<file path="src/rtl/pong_pkg.sv">
// Shared pong definitions: serve sequencer states, score width and the default win score.
package pong_pkg;

   localparam int unsigned SCORE_W   = 9;
   localparam int unsigned MAX_SCORE = 10;

   typedef enum logic [2:0] {
      StIdle,
      StServeWait,
      StRally,
      StPoint,
      StDone
   } serve_state_t;

   // Increment that never passes the limit; a score already at the limit stays put.
   function automatic logic [SCORE_W-1:0] score_sat_inc(input logic [SCORE_W-1:0] v,
                                                        input logic [SCORE_W-1:0] lim);
      return (v >= lim) ? v : v + SCORE_W'(1);
   endfunction

endpackage

</file>
<file path="src/rtl/frame_delay_counter.sv">
// Loadable down-counter advanced by the frame tick; the zero flag marks the end of the delay.
module frame_delay_counter #(
   parameter int unsigned Width = 6
) (
   input  logic             Clk,
   input  logic             Reset,
   input  logic             i_load,
   input  logic [Width-1:0] i_load_val,
   input  logic             i_tick,
   output logic             o_zero
);

   logic [Width-1:0] r_count;

   always_ff @(posedge Clk or negedge Reset) begin
      if (!Reset) begin
         r_count <= '0;
      end else if (i_load) begin
         r_count <= i_load_val;
      end else if (i_tick && (r_count != '0)) begin
         r_count <= r_count - Width'(1);
      end
   end

   assign o_zero = (r_count == '0);

endmodule

</file>
<file path="src/rtl/score_serve_ctrl.sv">
// Point scoring and serve sequencing for pong: holds the ball between points, launches serves
// after a frame-counted delay, tracks scores and rally length.
module score_serve_ctrl
   import pong_pkg::*;
#(
   parameter int unsigned MaxScore   = MAX_SCORE,
   parameter int unsigned ServeDelay = 60,
   parameter int unsigned RallyMax   = 255
) (
   input  logic               Clk,
   input  logic               Reset,
   input  logic               frame_tick,
   input  logic               valid,
   input  logic               miss_left,
   input  logic               miss_right,
   input  logic               paddle_hit,
   output logic [SCORE_W-1:0] score_1,
   output logic [SCORE_W-1:0] score_2,
   output logic               ball_hold,
   output logic               serve,
   output logic               serve_dir,
   output logic [7:0]         rally_len
);

   localparam int unsigned        CntW      = (ServeDelay < 2) ? 1 : $clog2(ServeDelay + 1);
   localparam logic [CntW-1:0]    DelayInit = CntW'(ServeDelay);
   localparam logic [SCORE_W-1:0] MaxScoreW = SCORE_W'(MaxScore);
   localparam logic [7:0]         RallyMaxW = 8'(RallyMax);

   serve_state_t       r_state, w_state_next;
   logic               r_valid_prev;
   logic [SCORE_W-1:0] r_score_1, w_score_1_next;
   logic [SCORE_W-1:0] r_score_2, w_score_2_next;
   logic [7:0]         r_rally_len, w_rally_len_next;
   logic               r_ball_hold, w_ball_hold_next;
   logic               r_serve, w_serve_next;
   logic               r_serve_dir, w_serve_dir_next;
   logic               w_cnt_load, w_cnt_tick, w_cnt_zero;

   frame_delay_counter #(
      .Width (CntW)
   ) u_delay (
      .Clk        (Clk),
      .Reset      (Reset),
      .i_load     (w_cnt_load),
      .i_load_val (DelayInit),
      .i_tick     (w_cnt_tick),
      .o_zero     (w_cnt_zero)
   );

   always_comb begin
      w_state_next     = r_state;
      w_score_1_next   = r_score_1;
      w_score_2_next   = r_score_2;
      w_rally_len_next = r_rally_len;
      w_serve_dir_next = r_serve_dir;
      w_serve_next     = 1'b0;
      w_cnt_load       = 1'b0;
      w_cnt_tick       = 1'b0;

      // Losing valid aborts any game phase; scores are kept for the win screen.
      if ((r_state != StIdle) && !valid) begin
         w_state_next = StIdle;
      end else begin
         unique case (r_state)
            StIdle: begin
               if (valid && !r_valid_prev) begin
                  w_score_1_next   = '0;
                  w_score_2_next   = '0;
                  w_rally_len_next = '0;
                  w_serve_dir_next = 1'b1;
                  w_cnt_load       = 1'b1;
                  w_state_next     = StServeWait;
               end
            end
            StServeWait: begin
               w_cnt_tick = frame_tick;
               if (frame_tick && w_cnt_zero) begin
                  w_serve_next     = 1'b1;
                  w_rally_len_next = '0;
                  w_state_next     = StRally;
               end
            end
            StRally: begin
               // A miss outranks a simultaneous paddle hit; both misses together is a let.
               if (miss_left && miss_right) begin
                  w_state_next = StPoint;
               end else if (miss_right) begin
                  w_score_1_next   = score_sat_inc(r_score_1, MaxScoreW);
                  w_serve_dir_next = 1'b1;
                  w_state_next     = StPoint;
               end else if (miss_left) begin
                  w_score_2_next   = score_sat_inc(r_score_2, MaxScoreW);
                  w_serve_dir_next = 1'b0;
                  w_state_next     = StPoint;
               end else if (paddle_hit && (r_rally_len < RallyMaxW)) begin
                  w_rally_len_next = r_rally_len + 8'd1;
               end
            end
            StPoint: begin
               if ((r_score_1 == MaxScoreW) || (r_score_2 == MaxScoreW)) begin
                  w_state_next = StDone;
               end else begin
                  w_cnt_load   = 1'b1;
                  w_state_next = StServeWait;
               end
            end
            StDone: begin
            end
            default: begin
               w_state_next = StIdle;
            end
         endcase
      end

      w_ball_hold_next = (w_state_next != StRally);
   end

   always_ff @(posedge Clk or negedge Reset) begin
      if (!Reset) begin
         r_state      <= StIdle;
         r_valid_prev <= 1'b0;
         r_score_1    <= '0;
         r_score_2    <= '0;
         r_rally_len  <= '0;
         r_ball_hold  <= 1'b1;
         r_serve      <= 1'b0;
         r_serve_dir  <= 1'b1;
      end else begin
         r_state      <= w_state_next;
         r_valid_prev <= valid;
         r_score_1    <= w_score_1_next;
         r_score_2    <= w_score_2_next;
         r_rally_len  <= w_rally_len_next;
         r_ball_hold  <= w_ball_hold_next;
         r_serve      <= w_serve_next;
         r_serve_dir  <= w_serve_dir_next;
      end
   end

   assign score_1   = r_score_1;
   assign score_2   = r_score_2;
   assign rally_len = r_rally_len;
   assign ball_hold = r_ball_hold;
   assign serve     = r_serve;
   assign serve_dir = r_serve_dir;

endmodule

</file>
<file path="config.mk">
export PLATFORM = sky130hd
export DESIGN_NAME = score_serve_ctrl
export DESIGN_NICKNAME = d
export VERILOG_FILES = /design/src/rtl/pong_pkg.sv /design/src/rtl/frame_delay_counter.sv /design/src/rtl/score_serve_ctrl.sv
export SDC_FILE = /design/constraint.sdc
export NUM_CORES = 1
export LEC_CHECK = 0
export ABC_AREA = 1
export CAP_MARGIN = 30
export CORE_MARGIN = 2
export CORE_UTILIZATION = 55
export CTS_CLUSTER_SIZE = 12
export DETAILED_ROUTE_END_ITERATION = 16
export PLACE_DENSITY = 0.78
export SLEW_MARGIN = 20
export SYNTH_ARGS = -nofsm -noshare
export SYNTH_HDL_FRONTEND = slang
export SYNTH_HIERARCHICAL = 1
export SYNTH_SLANG_ARGS = --single-unit
</file>
<file path="constraint.sdc">
create_clock -name Clk -period 3.25 [get_ports Clk]
set_input_delay 0.4875 -clock Clk [delete_from_list [all_inputs] [get_ports Clk]]
set_output_delay 0.4875 -clock Clk [all_outputs]
set_load 0.05 [all_outputs]
</file>
==> flow_summary.json, run 1 <==
{
  "status": "completed",
  "cts-root-buf": "clkbuf_8",
  "synth_async_sr_flop_share_pct": 100.0,
  "dieArea_um2": 4975,
  "area_growth_syn_to_layout_pct": 21.07,
  "r2r_slack_ns": 1.35,
  "first_iter_violations": 101,
  "grtUsageTotal_pct": 21.59,
  "yosysWarnings": 6,
  "hpwl_um": 3410,
  "cp.required_ns": 2.76,
  "path_delay_family": "buffers and inverters",
  "max_freq_mhz": 470.9,
  "core-area_um2": 4294,
  "cp_max_fo": 2,
  "via_per_inst": 5.054,
  "p_leak_nw": 1.429,
  "ys_seq_elements": 39,
  "worst-setup-path-type": "reg -> out",
  "syn-cell-area_um2": 2435,
  "vias": 2057,
  "setup_viol": 0,
  "timing.final.crit_period_ns": 2.123,
  "grt-ovfl-total": 0,
  "ir_worst_vdd_v": 0.0004682,
  "htreeDepth": 2,
  "cpPeakStageDelay_ns": 0.80,
  "grt_setup_unrepaired": "false",
  "finalNetCount": 368,
  "grt_pass1_vias": 2008,
  "cts_setup_buffers": 0,
  "cts.clk_slew.worst_paths_ns": 0.08,
  "ctsResizeCount": 0,
  "rows": 24,
  "pin_count": 36,
  "power_density_nw_per_um2": 566.9,
  "place.gp.congestion": 0.9172,
  "drt-met1-wl_um": 2255,
  "syn_inst": 309,
  "worstPathArrival_ns": 1.64,
  "synth-edff-count": 0,
  "design_area_um2": 2948,
  "syn_area_per_cell_um2": 7.880,
  "placed_area_um2": 2846,
  "fin_setup_tns_ns": 0,
  "hold_viol_final": 0,
  "crit_chain": "clkdlybuf4s50_1",
  "place.port_buffers": 35,
  "clock_skew_ns": 0.006436,
  "worst-path-buf-inv": 1,
  "ys_seq_area_share_pct": 40.18,
  "post-route-period-util_pct": 65.33,
  "postCtsHoldBufs": 0,
  "p_total_mw": 1.671,
  "relSlewSlack_pct": 61.92,
  "clk_path_buf_depth": 2,
  "drtPass1Iterations": 4,
  "critPathSlowestCell": "clkdlybuf4s50_1",
  "synth_top_area_share_pct": 38.03,
  "grt_pass1_wl_um": 8756,
  "fin_util_pct": 68.65,
  "drc": 0,
  "synth_area_leaders": "dfrtp_1 38%, nand2_1 14%, nand3_1 7.0%, nor2_1 5.4%, inv_1 4.9%",
  "yosysTopAreaCell": "dfrtp_1",
  "tritoncts": "done",
  "synthFlopType": "dfrtp_1",
  "dr_wl_met2_um": 2316,
  "wl_per_cell_um": 11.84,
  "grt_max_degree": 40,
  "slew_violations": 0,
  "clock-sinks": 39,
  "startpoint_type": "flop",
  "cts_buffers": 5,
  "num_antenna_cells": 0,
  "wl_met3_um": 184,
  "synth.distinct_cells": 32,
  "clock_latency_ns": 0.29,
  "drv_cap": 0,
  "die_h_um": 70.54,
  "worst-slew-pin-transition_ns": 0.5693,
  "antenna_found_initial": 0,
  "hold_path.class": "in -> async",
  "drive_gt1_share_pct": 15.49,
  "endpoint_kind": "primary output",
  "start_util_pct": 56.70,
  "wirelength_um": 4817,
  "die_width_um": 70.54,
  "highest_layer": "met4",
  "drtAntennaViolNets": 0
}
synth_stat cells (2+ instances only):
cell type and number:
nand2_4 6, nor2_4 3, dfstp_2 2, a21boi_2 5
nand2_2 4, xor2_1 4, o21ai_2 3, nor2_2 8
dfrtp_1 37, inv_1 32, conb_1 2, xnor2_1 5
a21oi_1 2, nand3_2 7, nor3_1 4, nand3_1 34
inv_2 2, o21ai_0 3, nand2_1 88, ha_1 7
nor2_1 35, buf_2 2, inv_4 2, nand4_1 4
where the power goes:
group,internal (mW),switching [mW]
Combinational,0.244,0.495
Sequential,0.548,0.0593
Clock,0.151,0.174
Total,0.943,0.728
cell type report:
type / count / area [um^2]
Clock buffer: 7 / 76.32
Clock inverter: 1 / 5.005
Fill cell: 375 / 1346
Inverter: 36 / 140.1
Multi-Input combinational cell: 235 / 1310
Sequential cell: 39 / 978.4
Tap cell: 52 / 65.06
Timing Repair Buffer: 37 / 372.9
final timing paths:
kind,cells after the start,to,start
max in group asynchronous,2,serve_dir,Reset
hold reg to reg,2,serve_dir,serve_dir
setup / recovery,1,serve_dir,serve_dir
setup reg to reg,14,u_delay/r_count[0],score_1[0]
min in group Clk,2,serve_dir,serve_dir
hold / removal,1,score_2[4],Reset
stage by stage:
step                      hold slack, ns  worst slack [ns]  instances
after detailed placement          0.4809             1.022        398
after global routing              0.1006             1.102        407
final                            0.07811             1.127        407
after global placement            0.4713             1.053        398
after floorplan                   0.1919             1.230        313
after CTS                         0.3477             1.116        406
state kept, by name, indices dropped and copies added (netlist names):
name and count:
score_1 9, score_2 9, rally_len 8, u_delay/r_count 6, r_state 3, ball_hold 1, r_valid_prev 1, serve 1
serve_dir 1
cell families (layout without fill, tap and decap cells):
kind of cell    count (synthesis)  count (layout)  share of synthesized area (%)
simple gates                  197             197                          40.44
flops                          39              39                          40.19
buf+inv                        39              81                          6.629
compound gates                 16              16                          5.601
xor+xnor                        9               9                          3.237
fa+ha+maj                       7               7                          3.597
other cells                     2               6                         0.3084
cells in the final DEF, fill, tap and decap left out, drive strengths merged, types with 2 or more instances in the layout:
cell type	instances
nand4	4
xor2	4
xnor2	5
clkbuf	7
dfstp	2
clkdlybuf4s50	34
dfrtp	37
a21boi	5
nor3	5
nand2	98
inv	36
nor2	47
nand3	42
a21oi	3
o21ai	7
ha	7
conb	6
buf	3
per-layer routing:
metal | vias to the layer above | GRT usage (%)
li1 | 1055 | -
met1 | 961 | 28.19
met2 | 35 | 36.27
met3 | 6 | 4.558
met4 | 0 | 6.918
met5 | - | 0
No activity file was read; power rests on OpenSTA's default activity.
==> run 2, diff against run 1 <==
- CORE_UTILIZATION: 55 -> 54
- PLACE_DENSITY: 0.78 -> 0.77
- clock period: 3.25 -> 2 ns (I/O delays scaled with it)
==> run 2 against run 1 <==
  * Critical path depth unchanged
  * Sequential share of layout area down 0.58 points
  * Sequential cell count did not move
  * Hold slack improved by 0.35 ns
  * Routed wire length fell by 1.3%
  * Count of clock-buffer cells in the layout unchanged
  * Via count decreased by 0.44%
  * Clock power up 79%
  * Setup slack got worse by 1.1 ns
  * Critical path type unchanged
  * Largest cell class unchanged
  * Largest power group unchanged
==> flow_summary.json, run 2 (synthesized netlist as in run 1, its figures left out) <==
{
  "worst-slew-pin-transition_ns": 0.5143,
  "layout_commonest_cell": "nand2_1",
  "dp.cells": 404,
  "drive_gt1_share_pct": 18.28,
  "first_iter_violations": 101,
  "max_freq_mhz": 518.5,
  "place.port_buffers": 35,
  "relSlewSlack_pct": 65.61,
  "drtAntennaViolNets": 0,
  "critPathLaunch": "ball_hold",
  "cp_max_fo": 1,
  "cts.clk_slew.worst_paths_ns": 0.08,
  "worst-setup-path-type": "reg -> out",
  "clk_path_buf_depth": 2,
  "startpoint_type": "flop",
  "start_util_pct": 55.92,
  "hold_viol_final": 0,
  "timing.final.crit_period_ns": 1.929,
  "setup_viol": 0,
  "cpPeakStageDelay_ns": 0.81,
  "mostFrequentLayoutCells": "88 x nand2_1, 34 x nor2_1, 34 x nand3_1, 34 x clkdlybuf4s50_1, 34 x dfrtp_1",
  "die_h_um": 71.15,
  "worstPathArrival_ns": 1.63,
  "htreeDepth": 2,
  "hpwl_um": 3666,
  "dieArea_um2": 5062,
  "path_delay_family": "buffers and inverters",
  "power_density_nw_per_um2": 936.6,
  "grtUsageTotal_pct": 20.77,
  "area_growth_syn_to_layout_pct": 23.69,
  "grt_pass1_vias": 1907,
  "cts_buffers": 5,
  "cts-root-buf": "clkbuf_8",
  "slew_violations": 0,
  "die_width_um": 71.15,
  "core-area_um2": 4354,
  "power_frac_comb_pct": 44.2,
  "grt-ovfl-total": 0,
  "num_antenna_cells": 0,
  "pwr-share-seq_pct": 35.2,
  "clock-sinks": 39,
  "sw_frac_of_total_pct": 42.01,
  "clock_skew_ns": 0.003885,
  "antenna_found_initial": 0,
  "crit_chain": "clkdlybuf4s50_1",
  "drc": 0,
  "p_leak_nw": 1.456,
  "ir_worst_vdd_v": 0.0006813,
  "p_total_mw": 2.821,
  "internal_power_mw": 1.636,
  "cts_setup_buffers": 0,
  "fin_util_pct": 69.17,
  "clock_power_share_pct": 20.6,
  "power_switching_mw": 1.185,
  "post-route-period-util_pct": 96.43,
  "worst-path-buf-inv": 1,
  "place.gp.congestion": 0.8458,
  "via_per_inst": 4.959,
  "drtPass1Iterations": 4,
  "cp.required_ns": 1.70,
  "hold_path.class": "in -> async",
  "wl_per_cell_um": 11.51,
  "critPathSlowestCell": "clkdlybuf4s50_1",
  "rows": 24,
  "wirelength_um": 4753,
  "final_cells": 413,
  "status": "completed",
  "preCtsSetupSlack_ns": 0.1339,
  "grt_setup_unrepaired": "false",
  "tritoncts": "done",
  "finalNetCount": 374,
  "regToRegStartpoint": "u_delay/r_count[1]",
  "pin_count": 36,
  "fin_setup_tns_ns": 0,
  "grt_max_degree": 20,
  "grt_pass1_wl_um": 8466,
  "endpoint_kind": "primary output",
  "vias": 2048,
  "drv_cap": 0,
  "clock_latency_ns": 0.29,
  "setup_ws_ns": 0.07135
}
-- run 2: cell count changes in the layout (fill, tap and decap cells not counted), moves of 2 or more --
cell      delta
buf_4        +6
clkbuf_8     +2
dfrtp_1      -3
dfrtp_2      +3
clkbuf_1     -2
-- run 2: metrics by stage --
stage,hold slack (ns),instance area [um^2]
2_1_floorplan,0.004409,2454
3_3_place_gp,0.2040,2895
3_5_place_dp,0.2070,2895
4_1_cts,0.4311,3009
5_1_grt,0.4427,3012
6_report,0.4265,3012
-- run 2: final timing paths --
| path | to | slack [ns] | cells past startpoint |
|---|---|---|---|
| setup reg to reg | rally_len[6] | 0.20 | 13 |
| setup / recovery | ball_hold | 0.07 | 1 |
| hold reg to reg | serve_dir | 0.49 | 2 |
| min in group Clk | serve_dir | 0.49 | 2 |
| hold / removal | score_2[4] | 0.43 | 2 |
| max in group asynchronous | serve_dir | 0.99 | 3 |
-- run 2: power by group through the flow --
stage	clock network, mW	registers [mW]	logic (mW)
final	0.582	0.992	1.25
after global routing	0.630	1.00	1.40
after CTS	0.592	0.991	1.26
after detailed placement	0	1.00	1.25
after global placement	0	1.00	1.22
after floorplan	0	1.06	0.918
-- run 2: what timing repair did --
item	in CTS	in global routing
endpoints found under the setup margin	0	3
hold buffers	1	0
gates resized for setup	0	1
endpoints found under the hold margin	11	0
-- run 2: final cells by class --
cell class / count / area, um^2
multi-input combinational: 235 / 1313
fill: 399 / 1343
sequential: 39 / 982.2
clock inverter: 1 / 7.507
clock buffer: 7 / 96.34
inverter: 36 / 140.1
timing repair buffer: 43 / 407.9
tap: 52 / 65.06
-- run 2: routing by layer --
layer	vias to the layer above	routed length (um)	global-route usage, %
li1	1062	-	-
met1	941	2224	27.65
met2	38	2296	34.57
met3	7	160	3.846
met4	0	71	6.080
met5	-	0	0
==> run 3, diff against run 2 <==
- CORE_UTILIZATION: 54 -> 44
- CTS_CLUSTER_SIZE: 12 -> 40
- PLACE_DENSITY: 0.77 -> 0.64
==> run 3 against run 2 <==
  * Final area is 2.4% higher
  * Die area grew 21%
  * Critical path depth unchanged
  * Largest cell class unchanged
  * Largest power group unchanged
  * Highest routed layer unchanged
==> flow_summary.json, run 3 (synthesized netlist as in run 1, its figures left out) <==
{
  "worst-slew-pin-transition_ns": 0.4979,
  "via_per_inst": 4.791,
  "p_leak_nw": 1.481,
  "cts-root-buf": "clkbuf_8",
  "max_freq_mhz": 518.2,
  "grt_pass1_wl_um": 8659,
  "critPathSlowestCell": "clkdlybuf4s50_1",
  "rows": 27,
  "drive_gt1_share_pct": 18.73,
  "grt-ovfl-total": 0,
  "ir_worst_vdd_v": 0.0006365,
  "cts.clk_slew.worst_paths_ns": 0.08,
  "wl_per_cell_um": 11.24,
  "grtUsageTotal_pct": 17.59,
  "layout_commonest_cell": "nand2_1",
  "dieArea_um2": 6145,
  "tritoncts": "done",
  "num_antenna_cells": 0,
  "first_iter_violations": 123,
  "place.port_buffers": 35,
  "hold_slack_ns": 0.4632,
  "drc": 0,
  "fill_cells": 497,
  "mostFrequentLayoutCells": "88 x nand2_1, 34 x nor2_1, 34 x nand3_1, 34 x clkdlybuf4s50_1, 34 x dfrtp_1",
  "hold_path.class": "in -> async",
  "post-route-period-util_pct": 96.49,
  "clock-sinks": 39,
  "startpoint_type": "flop",
  "status": "completed",
  "start_util_pct": 44.77,
  "timing.final.crit_period_ns": 1.930,
  "cts_buffers": 5,
  "clock_latency_ns": 0.29,
  "clk_path_buf_depth": 2,
  "cp.required_ns": 1.70,
  "power_density_nw_per_um2": 989.0,
  "drtAntennaViolNets": 0,
  "wirelength_um": 4889,
  "vias": 2084,
  "preCtsSetupSlack_ns": 0.2004,
  "clock_skew_ns": 0.002603,
  "worst-path-buf-inv": 1,
  "drv_cap": 0,
  "die_width_um": 78.39,
  "cp_max_fo": 2,
  "die_h_um": 78.39,
  "place.gp.congestion": 0.8450,
  "worst-setup-path-type": "reg -> out",
  "antenna_found_initial": 0,
  "hold_viol_final": 0,
  "relSlewSlack_pct": 66.70,
  "drtPass1Iterations": 4,
  "pin_count": 36,
  "core-area_um2": 5439,
  "finalNetCount": 376,
  "grt_max_degree": 20,
  "p_total_mw": 3.050,
  "area_growth_syn_to_layout_pct": 26.67,
  "htreeDepth": 2,
  "hpwl_um": 3682,
  "cts_setup_buffers": 0,
  "setup_viol": 0,
  "endpoint_kind": "primary output",
  "grt_pass1_vias": 1931,
  "slew_violations": 0,
  "worstPathArrival_ns": 1.63,
  "cpPeakStageDelay_ns": 0.80,
  "path_delay_family": "buffers and inverters",
  "grt_setup_unrepaired": "false",
  "crit_chain": "clkdlybuf4s50_1",
  "fin_setup_tns_ns": 0,
  "setup_ws_ns": 0.07029
}
-- run 3: routing by layer --
metal  vias to the layer above  part of all wire (%)  GRT usage (%)
met5                         -                     0              0
met3                         8                   3.5          3.908
met4                         0                   1.3          5.439
met2                        37                    48          28.36
met1                       971                    48          23.66
li1                       1068                     -              -
-- run 3: final cells by class --
class	count	area [um^2]	share of cell area [%]
multi-input combinational	235	1313	42.56
sequential	39	982.2	31.85
timing repair buffer	45	426.7	13.83
inverter	36	140.1	4.544
tap	72	90.09	2.921
clock buffer	6	72.57	2.353
clock inverter	2	60.06	1.947
-- run 3: final timing paths --
path / slack, ns / start / endpoint / cells after the start
worst max-delay path: 0.07 / serve_dir / serve_dir / 1
worst min-delay path: 0.46 / Reset / score_2[4] / 2
worst max register to register: 0.21 / score_1[0] / u_delay/r_count[1] / 13
worst min register to register: 0.49 / serve_dir / serve_dir / 2
max in group asynchronous: 1.02 / Reset / score_1[1] / 3
min in group Clk: 0.49 / serve_dir / serve_dir / 2
-- run 3: power by group --
group	internal (mW)	switching [mW]
sequential	0.892	0.0943
combinational	0.457	0.824
clock	0.499	0.285
total	1.85	1.20
-- run 3: stage by stage --
step           util [%]  std cells  area, um^2
5_1_grt           56.71        435        3084
4_1_cts           56.45        434        3070
3_3_place_gp      53.83        425        2928
3_5_place_dp      53.83        425        2928
2_1_floorplan         -        313        2454
6_report          56.71        435        3084
-- run 3: what timing repair did --
action	in CTS	in global routing
hold buffers	1	0
gates resized for setup	0	2
setup endpoints to repair	0	1
endpoints found under the hold margin	14	0
